**src/rtl/uart_pkg.sv**
```systemverilog
// Shared UART definitions: FSM state encoding, frame constants and the
// clocks-per-bit helper used by both TX and RX.
package uart_pkg;

  typedef enum logic [1:0] {
    IDLE  = 2'd0,
    START = 2'd1,
    DATA  = 2'd2,
    STOP  = 2'd3
  } uart_state_e;

  localparam int DATA_BITS = 8;
  localparam int STOP_BITS = 1;

  function automatic int calc_bit_div(input int clk_freq, input int baud);
    return clk_freq / baud;
  endfunction

endpackage

```
**src/rtl/uart_baud_cnt.sv**
```systemverilog
// Bit-period counter: runs 0..BIT_DIV-1, wraps by itself and flags the last
// clock of each bit; clr realigns it to a new bit boundary.
module uart_baud_cnt
  import uart_pkg::*;
#(
  parameter int BIT_DIV = 10
) (
  input  logic clk,
  input  logic rst,
  input  logic clr,
  output logic bit_end
);

  localparam int CNT_W = (BIT_DIV > 1) ? $clog2(BIT_DIV) : 1;
  localparam logic [CNT_W-1:0] LAST_CNT = CNT_W'(BIT_DIV - 1);

  logic [CNT_W-1:0] cnt_r;

  // baud count register with sync clear and natural wrap at the bit end
  always_ff @(posedge clk) begin
    if (rst) begin
      cnt_r <= {CNT_W{1'b0}};
    end else if (clr || bit_end) begin
      cnt_r <= {CNT_W{1'b0}};
    end else begin
      cnt_r <= cnt_r + CNT_W'(1);
    end
  end

  assign bit_end = (cnt_r == LAST_CNT);

endmodule

```
**src/rtl/uart_tx_fifo_drain.sv**
```systemverilog
// 8N1 UART transmitter that drains a FIFO read port, one pop per frame,
// chaining frames back-to-back while data is available.
module uart_tx_fifo_drain
  import uart_pkg::*;
#(
  parameter int CLK_FREQ = 100_000_000,
  parameter int BAUD     = 9600
) (
  input  logic       clk,
  input  logic       rst,
  input  logic       empty,
  input  logic [7:0] rdata,
  output logic       pop,
  output logic       tx,
  output logic       tx_busy,
  output logic       tx_done
);

  localparam int BIT_DIV = calc_bit_div(CLK_FREQ, BAUD);
  localparam logic [2:0] LAST_BIT = 3'(DATA_BITS - 1);

  uart_state_e state_r;
  uart_state_e state_nxt_s;
  logic [7:0]  shift_r;
  logic [7:0]  shift_nxt_s;
  logic [2:0]  bit_cnt_r;
  logic [2:0]  bit_cnt_nxt_s;
  logic        tx_r;
  logic        tx_nxt_s;
  logic        busy_r;
  logic        bit_end_s;
  logic        clr_s;
  logic        pop_s;

  // counter restarts on every state change so bits align to the frame start
  assign clr_s = (state_nxt_s != state_r);

  uart_baud_cnt #(
    .BIT_DIV (BIT_DIV)
  ) u_baud_cnt (
    .clk     (clk),
    .rst     (rst),
    .clr     (clr_s),
    .bit_end (bit_end_s)
  );

  // next-state, pop and shift-register decisions
  always_comb begin
    state_nxt_s   = state_r;
    shift_nxt_s   = shift_r;
    bit_cnt_nxt_s = bit_cnt_r;
    pop_s         = 1'b0;
    case (state_r)
      IDLE: begin
        if (!empty) begin
          pop_s       = 1'b1;
          shift_nxt_s = rdata;
          state_nxt_s = START;
        end else begin
          state_nxt_s = IDLE;
        end
      end
      START: begin
        if (bit_end_s) begin
          state_nxt_s   = DATA;
          bit_cnt_nxt_s = 3'd0;
        end else begin
          state_nxt_s = START;
        end
      end
      DATA: begin
        if (bit_end_s) begin
          shift_nxt_s   = {1'b0, shift_r[7:1]};
          bit_cnt_nxt_s = bit_cnt_r + 3'd1;
          if (bit_cnt_r == LAST_BIT) begin
            state_nxt_s = STOP;
          end else begin
            state_nxt_s = DATA;
          end
        end else begin
          state_nxt_s = DATA;
        end
      end
      STOP: begin
        // a waiting byte is taken on the stop's last clock: no idle gap
        if (bit_end_s && !empty) begin
          pop_s       = 1'b1;
          shift_nxt_s = rdata;
          state_nxt_s = START;
        end else if (bit_end_s) begin
          state_nxt_s = IDLE;
        end else begin
          state_nxt_s = STOP;
        end
      end
      default: begin
        state_nxt_s = IDLE;
      end
    endcase
  end

  // line level for the coming cycle, derived from the state being entered
  always_comb begin
    tx_nxt_s = 1'b1;
    case (state_nxt_s)
      START:   tx_nxt_s = 1'b0;
      DATA:    tx_nxt_s = shift_nxt_s[0];
      default: tx_nxt_s = 1'b1;
    endcase
  end

  // FSM state, shifter and registered line outputs
  always_ff @(posedge clk) begin
    if (rst) begin
      state_r   <= IDLE;
      shift_r   <= 8'h00;
      bit_cnt_r <= 3'd0;
      tx_r      <= 1'b1;
      busy_r    <= 1'b0;
    end else begin
      state_r   <= state_nxt_s;
      shift_r   <= shift_nxt_s;
      bit_cnt_r <= bit_cnt_nxt_s;
      tx_r      <= tx_nxt_s;
      busy_r    <= (state_nxt_s != IDLE);
    end
  end

  assign pop     = pop_s & ~rst;
  assign tx      = tx_r;
  assign tx_busy = busy_r;
  assign tx_done = (state_r == STOP) & bit_end_s & ~rst;

endmodule

```
**config.mk**
```make
export PLATFORM = sky130hd
export DESIGN_NAME = uart_tx_fifo_drain
export DESIGN_NICKNAME = d
export VERILOG_FILES = /design/src/rtl/uart_pkg.sv /design/src/rtl/uart_baud_cnt.sv /design/src/rtl/uart_tx_fifo_drain.sv
export SDC_FILE = /design/constraint.sdc
export NUM_CORES = 1
export LEC_CHECK = 0
export BUFFER_PORTS_ARGS = -buffer_cell sky130_fd_sc_hd__clkbuf_2
export CAP_MARGIN = 0
export CORE_MARGIN = 2
export CORE_UTILIZATION = 50
export CTS_CLUSTER_DIAMETER = 30
export DETAILED_ROUTE_END_ITERATION = 12
export PLACE_DENSITY = 0.69
export REMOVE_ABC_BUFFERS = 1
export SLEW_MARGIN = 20
export SYNTH_ARGS = -nofsm -noshare
export SYNTH_HDL_FRONTEND = slang
export SYNTH_SLANG_ARGS = --single-unit
```
**constraint.sdc**
```tcl
create_clock -name clk -period 2.9 [get_ports clk]
set_input_delay 0.87 -clock clk [delete_from_list [all_inputs] [get_ports clk]]
set_output_delay 0.87 -clock clk [all_outputs]
set_load 0.01 [all_outputs]
```
## Word level (Yosys, flattened, before mapping)

Index checks and enable logic that the tools add are counted.

| cells by class | value |
|---|---|
| reduce and logical (&&, ||, !) cells | 10 |
| add/subtract/negate cells | 2 |
| multiplexer cells | 18 |
| eq/ne operators | 12 |
| bitwise logic cells | 4 |

Operators by type and width:

| kind | number |
|---|---|
| $mux W8 | 3 |
| $pmux W8 S3 | 1 |
| $add A14 B1 Y14 const B | 1 |
| $eq A14 B14 Y1 const B | 1 |
| $mux W2 | 4 |
| $ne A2 B2 Y1 const B | 4 |
| $pmux W2 S4 | 1 |
| $eq A2 B2 Y1 const B | 3 |
| $mux W3 | 2 |
| $pmux W3 S2 | 1 |
| $eq A2 B1 Y1 const B | 2 |
| $mux W1 | 4 |
| $pmux W1 S2 | 2 |
| $reduce_and A4 Y1 | 1 |
| $reduce_bool A2 Y1 | 2 |
| $add A3 B1 Y3 const B | 1 |
| $and A1 B1 Y1 | 3 |
| $eq A3 B3 Y1 const B | 1 |
| $reduce_and A3 Y1 | 1 |
| $reduce_bool A3 Y1 | 1 |
| $logic_not A2 Y1 | 1 |
| $ne A2 B2 Y1 | 1 |
| $reduce_or A2 Y1 | 1 |
| $logic_and A1 B1 Y1 | 1 |
| other kinds (3) | 3 |

| word-level totals | value |
|---|---|
| register bits after elaboration | 29 |
| bits of input ports | 11 |
| output and inout bits | 4 |
| logic and storage cells | 53 |

## Depth between registers and ports, before layout

| depth | value |
|---|---|
| depth in word-level cells | 7 |
| depth in mapped cells | 9 |
| mapped depth without buffers | 7 |

## Modules after synthesis

A second synthesis with hierarchy kept.

| second synthesis, totals | value |
|---|---|
| cells, all modules | 158 |
| area, all modules | 1427.6 sq um |

Modules (own cells, without submodules):

| module | cells an instance | times used | area an instance (sq um) |
|---|---|---|---|
| uart_tx_fifo_drain | 89 | 1 | 807.0 |
| uart_baud_cnt | 69 | 1 | 620.6 |

## Worst setup path after synthesis

OpenSTA, ideal clock, no wires.

| timing | value |
|---|---|
| path kind | reg-to-output |
| start point | register u_baud_cnt.cnt_r[6] |
| end point | output pop |
| buffers on the path | 1 |
| required time | 2.030 ns |
| path slack | 0.115 ns |
| stages on the path, launching flop included | 7 |
| arrival time | 1.915 ns |
| cell sequence | dfxtp_1 -> or4b_4 -> nor4_4 -> buf_6 -> a21o_4 -> nand2_1 -> nor3_1 |

| on the way | value |
|---|---|
| longest elaborated chain between the ends | 5 |

Ends and longest elaborated chain:

| what | RTL line | text |
|---|---|---|
| start: declaration | uart_baud_cnt.sv:17 | `logic [CNT_W-1:0] cnt_r;` |
| start signal: assignment | uart_baud_cnt.sv:22 | `cnt_r <= {CNT_W{1'b0}};` |
| start signal: assignment | uart_baud_cnt.sv:24 | `cnt_r <= {CNT_W{1'b0}};` |
| start signal: assignment | uart_baud_cnt.sv:26 | `cnt_r <= cnt_r + CNT_W'(1);` |
| $eq A14 B14 Y1 | uart_baud_cnt.sv:30 | `assign bit_end = (cnt_r == LAST_CNT);` |
| $logic_and A1 B1 Y1 | uart_tx_fifo_drain.sv:86 | `if (bit_end_s && !empty) begin` |
| $mux W1 | uart_tx_fifo_drain.sv:86 |  |
| $pmux W1 S2 | uart_tx_fifo_drain.sv:53 | `case (state_r)` |
| $and A1 B1 Y1 | uart_tx_fifo_drain.sv:129 | `assign pop = pop_s & ~rst;` |
| end: declaration | uart_tx_fifo_drain.sv:13 | `output logic pop,` |

No other way between the ends.

## Worst setup path after layout

| timing | value |
|---|---|
| start point | register u_baud_cnt.cnt_r[12] |
| end point | output pop |

The elaborated chain is that of the path after synthesis.

==> flow_summary.json <==
{
  "power_share_of_the_clock_group_pct": 40.9,
  "cp.arrival_ns": 1.99,
  "hold_path_class": "reg2reg",
  "drtAntennaViolNets": 0,
  "p_int_w": 0.000651,
  "areaGrowthSynthToFinish_pct": 12.8,
  "path_clk_slew_ns": 0.10,
  "synth-edff-count": 0,
  "stdcell_count": 219,
  "tritoncts.num_buffers": 5,
  "initial_utilization_pct": 51.1,
  "crit_required_ns": 2.03,
  "insertion_delay_ns": 0.34,
  "clock_tree_from_tritoncts": "done",
  "postSynthRegisterBits": 29,
  "pwr-share-seq_pct": 49.2,
  "cts_hold_buf": 0,
  "post-route-drc-count": 0,
  "hpwl_mm": 2.18,
  "achievable-frequency_mhz": 349,
  "synth_top_area_share_pct": 38.2,
  "p_switching_w": 0.000205,
  "count_of_nets_after_finishing": 203,
  "antenna-diode-count": 0,
  "hold_depth": 2,
  "whs_ns": 0.463,
  "yosys.cell_types.count": 43,
  "synth_warnings": 0,
  "yosysSeqAreaShare_pct": 38.2,
  "ioPinCount": 15,
  "switching_share_pct": 24.0,
  "fin_crit_ns": 2.86,
  "worst_ir_drop_vdd_uv": 424,
  "synth_area_leader_cell": "dfxtp_1",
  "worstSetupEndpointType": "output pin",
  "worstRegToRegCells": 7,
  "layout_commonest_cell": "dfxtp_1",
  "core_region_area_um2": 2980,
  "pwr-share-comb_pct": 9.9,
  "report.final.slew_viol_count": 0,
  "power_leakage_nw": 0.649,
  "worst_pin_slew_ns": 0.616,
  "numPortBuffers": 14,
  "placed_instances": 208,
  "grt_first_pass_wirelength_mm": 5.24,
  "worstSetupStartpointType": "flop",
  "critPathMaxFanout": 3,
  "final_min_period_over_clock_period_pct": 98.7,
  "timing.clock.skew_ns": 0.0171,
  "grt_start_max_net_pins": 19,
  "dr_total_vias": 1329,
  "final-hold-violation-count": 0,
  "synth_flop_cell": "dfxtp_1",
  "fraction_of_final_layout_cells_sized_beyond_drive_strength_1_pct": 23.7,
  "row_count": 20,
  "routedWlPerCell_um": 14.2,
  "outcome": "complete, no violations",
  "design_power_total_w": 0.000856,
  "drt_first_iter_violations": 52,
  "syn-mean-instance-area_um2": 8.94,
  "detail_route.vias_per_cell": 6.07,
  "synthesis.area_um2": 1520,
  "layout.cells.most_common_list": "dfxtp_1 (23), nor2_1 (21), nor3_1 (17)",
  "globalRouteOverflowTotal": 0,
  "power_density_nw_per_um2": 499,
  "numClockSinks": 29,
  "dr.pass1.iters": 4,
  "die_area_um2": 3500,
  "fin_tns_setup_ns": 0,
  "all_layer_gr_usage_pct": 19.7,
  "totalWireLength_mm": 3.11,
  "async_reset_ff_share_pct": 0,
  "timing.max_slew.rel_slack_pct": 59.0,
  "setup_viol": 0,
  "drv.max_cap_violation_count": 0,
  "count_of_mapped_cells_out_of_synthesis": 170,
  "die_h_um": 59.1,
  "gpl.final_weighted_congestion": 0.739,
  "path_class": "reg2out",
  "number_of_antenna_violations_at_the_first_check_in_global_routing": 0,
  "synth_top_area_cells": "dfxtp_1 (38%), nor3_1 (5.9%), ha_1 (5.8%), nor2_1 (5.2%), a32oi_1 (3.5%)",
  "clock_root_buffer_master": "clkbuf_4",
  "first_global_vias": 1182,
  "clock_tree.buffer_depth": 2,
  "clock_tree.htree_level_count": 2,
  "grt_setup_unrepaired": "true",
  "floorplan.die.width_um": 59.1
}
## worst max-delay path: stages (launching register included)
cell	delay (ns)
dfxtp_2	0.34
or4b_4	0.54
nor4_4	0.28
a21o_4	0.17
nand2_1	0.06
nor3_2	0.11
clkbuf_2	0.15
## cell families after synthesis
kind of cell               Yosys count  share of synthesized area [%]
muxes                                4                           2.63
AOI/OAI and AO/OA                   33                           17.4
adders and majority gates            7                           5.76
buffers and inverters               16                           4.94
xor gates and xnor gates            12                           6.91
DFF                                 29                           38.2
and+or+nand+nor                     69                           24.2
## path summary, 6_finish.rpt
path                             start                    to  slack, ns
setup / recovery  u_baud_cnt.cnt_r[12]                   pop       0.04
hold / removal              shift_r[7]            shift_r[7]       0.46
setup reg to reg  u_baud_cnt.cnt_r[12]  u_baud_cnt.cnt_r[11]       0.43
hold reg to reg             shift_r[7]            shift_r[7]       0.46
## cells in the mapped netlist (3+ instances only)
cell type,count
a211oi_1,6
a32oi_1,6
buf_2,3
clkbuf_1,5
dfxtp_1,29
ha_1,7
inv_1,5
mux2i_1,4
nand2_1,8
nand4_1,6
nor2_1,21
nor3_1,18
o21ai_0,4
xnor2_1,6
xor2_1,6
## timing repair
action / 4_1_cts / 5_1_grt
resized for setup: 5 / 6
endpoints found under the setup margin: 2 / 2
buffers inserted: 2 / 2
pin swaps: 2 / 2
## power by group through the flow
stage / combinational, W / clock (W) / sequential (W)
2_1_floorplan: 0.0000543 / 0 / 0.000430
3_3_place_gp: 0.0000800 / 0 / 0.000430
3_5_place_dp: 0.0000821 / 0 / 0.000431
4_1_cts: 0.0000835 / 0.000360 / 0.000422
5_1_grt: 0.0000950 / 0.000375 / 0.000423
6_report: 0.0000844 / 0.000351 / 0.000421
## registers in the layout (all words and copies together), names as in the netlist
register          flops
state_r               2
tx                    1
shift_r               8
u_baud_cnt.cnt_r     14
tx_busy               1
bit_cnt_r             3
## layer usage
metal / part of all wire, % / up-vias / GRT usage, %
met5: 0 / - / 0
met1: 46 / 628 / 25.9
met4: 1.6 / 0 / 8.77
li1: - / 650 / -
met2: 47 / 46 / 30.6
met3: 6.0 / 5 / 4.59
## final cells by class
class	count	area (um2)
multi-input combinational	125	872
timing repair buffer	19	108
clock inverter	1	30.0
fill	267	1260
inverter	5	18.8
sequential	29	591
tap	33	41.3
clock buffer	7	55.1
## per-stage QoR
| stage | util, % | setup slack (ns) | area, um2 |
|---|---|---|---|
| after floorplan | - | -0.0386 | 1460 |
| after global placement | 53.4 | 0.259 | 1590 |
| after detailed placement | 53.4 | 0.208 | 1590 |
| after CTS | 57.1 | 0.0183 | 1700 |
| after global routing | 57.6 | -0.0966 | 1720 |
| final | 57.6 | 0.0366 | 1720 |
Note: power is estimated with default switching activity, not from simulation.
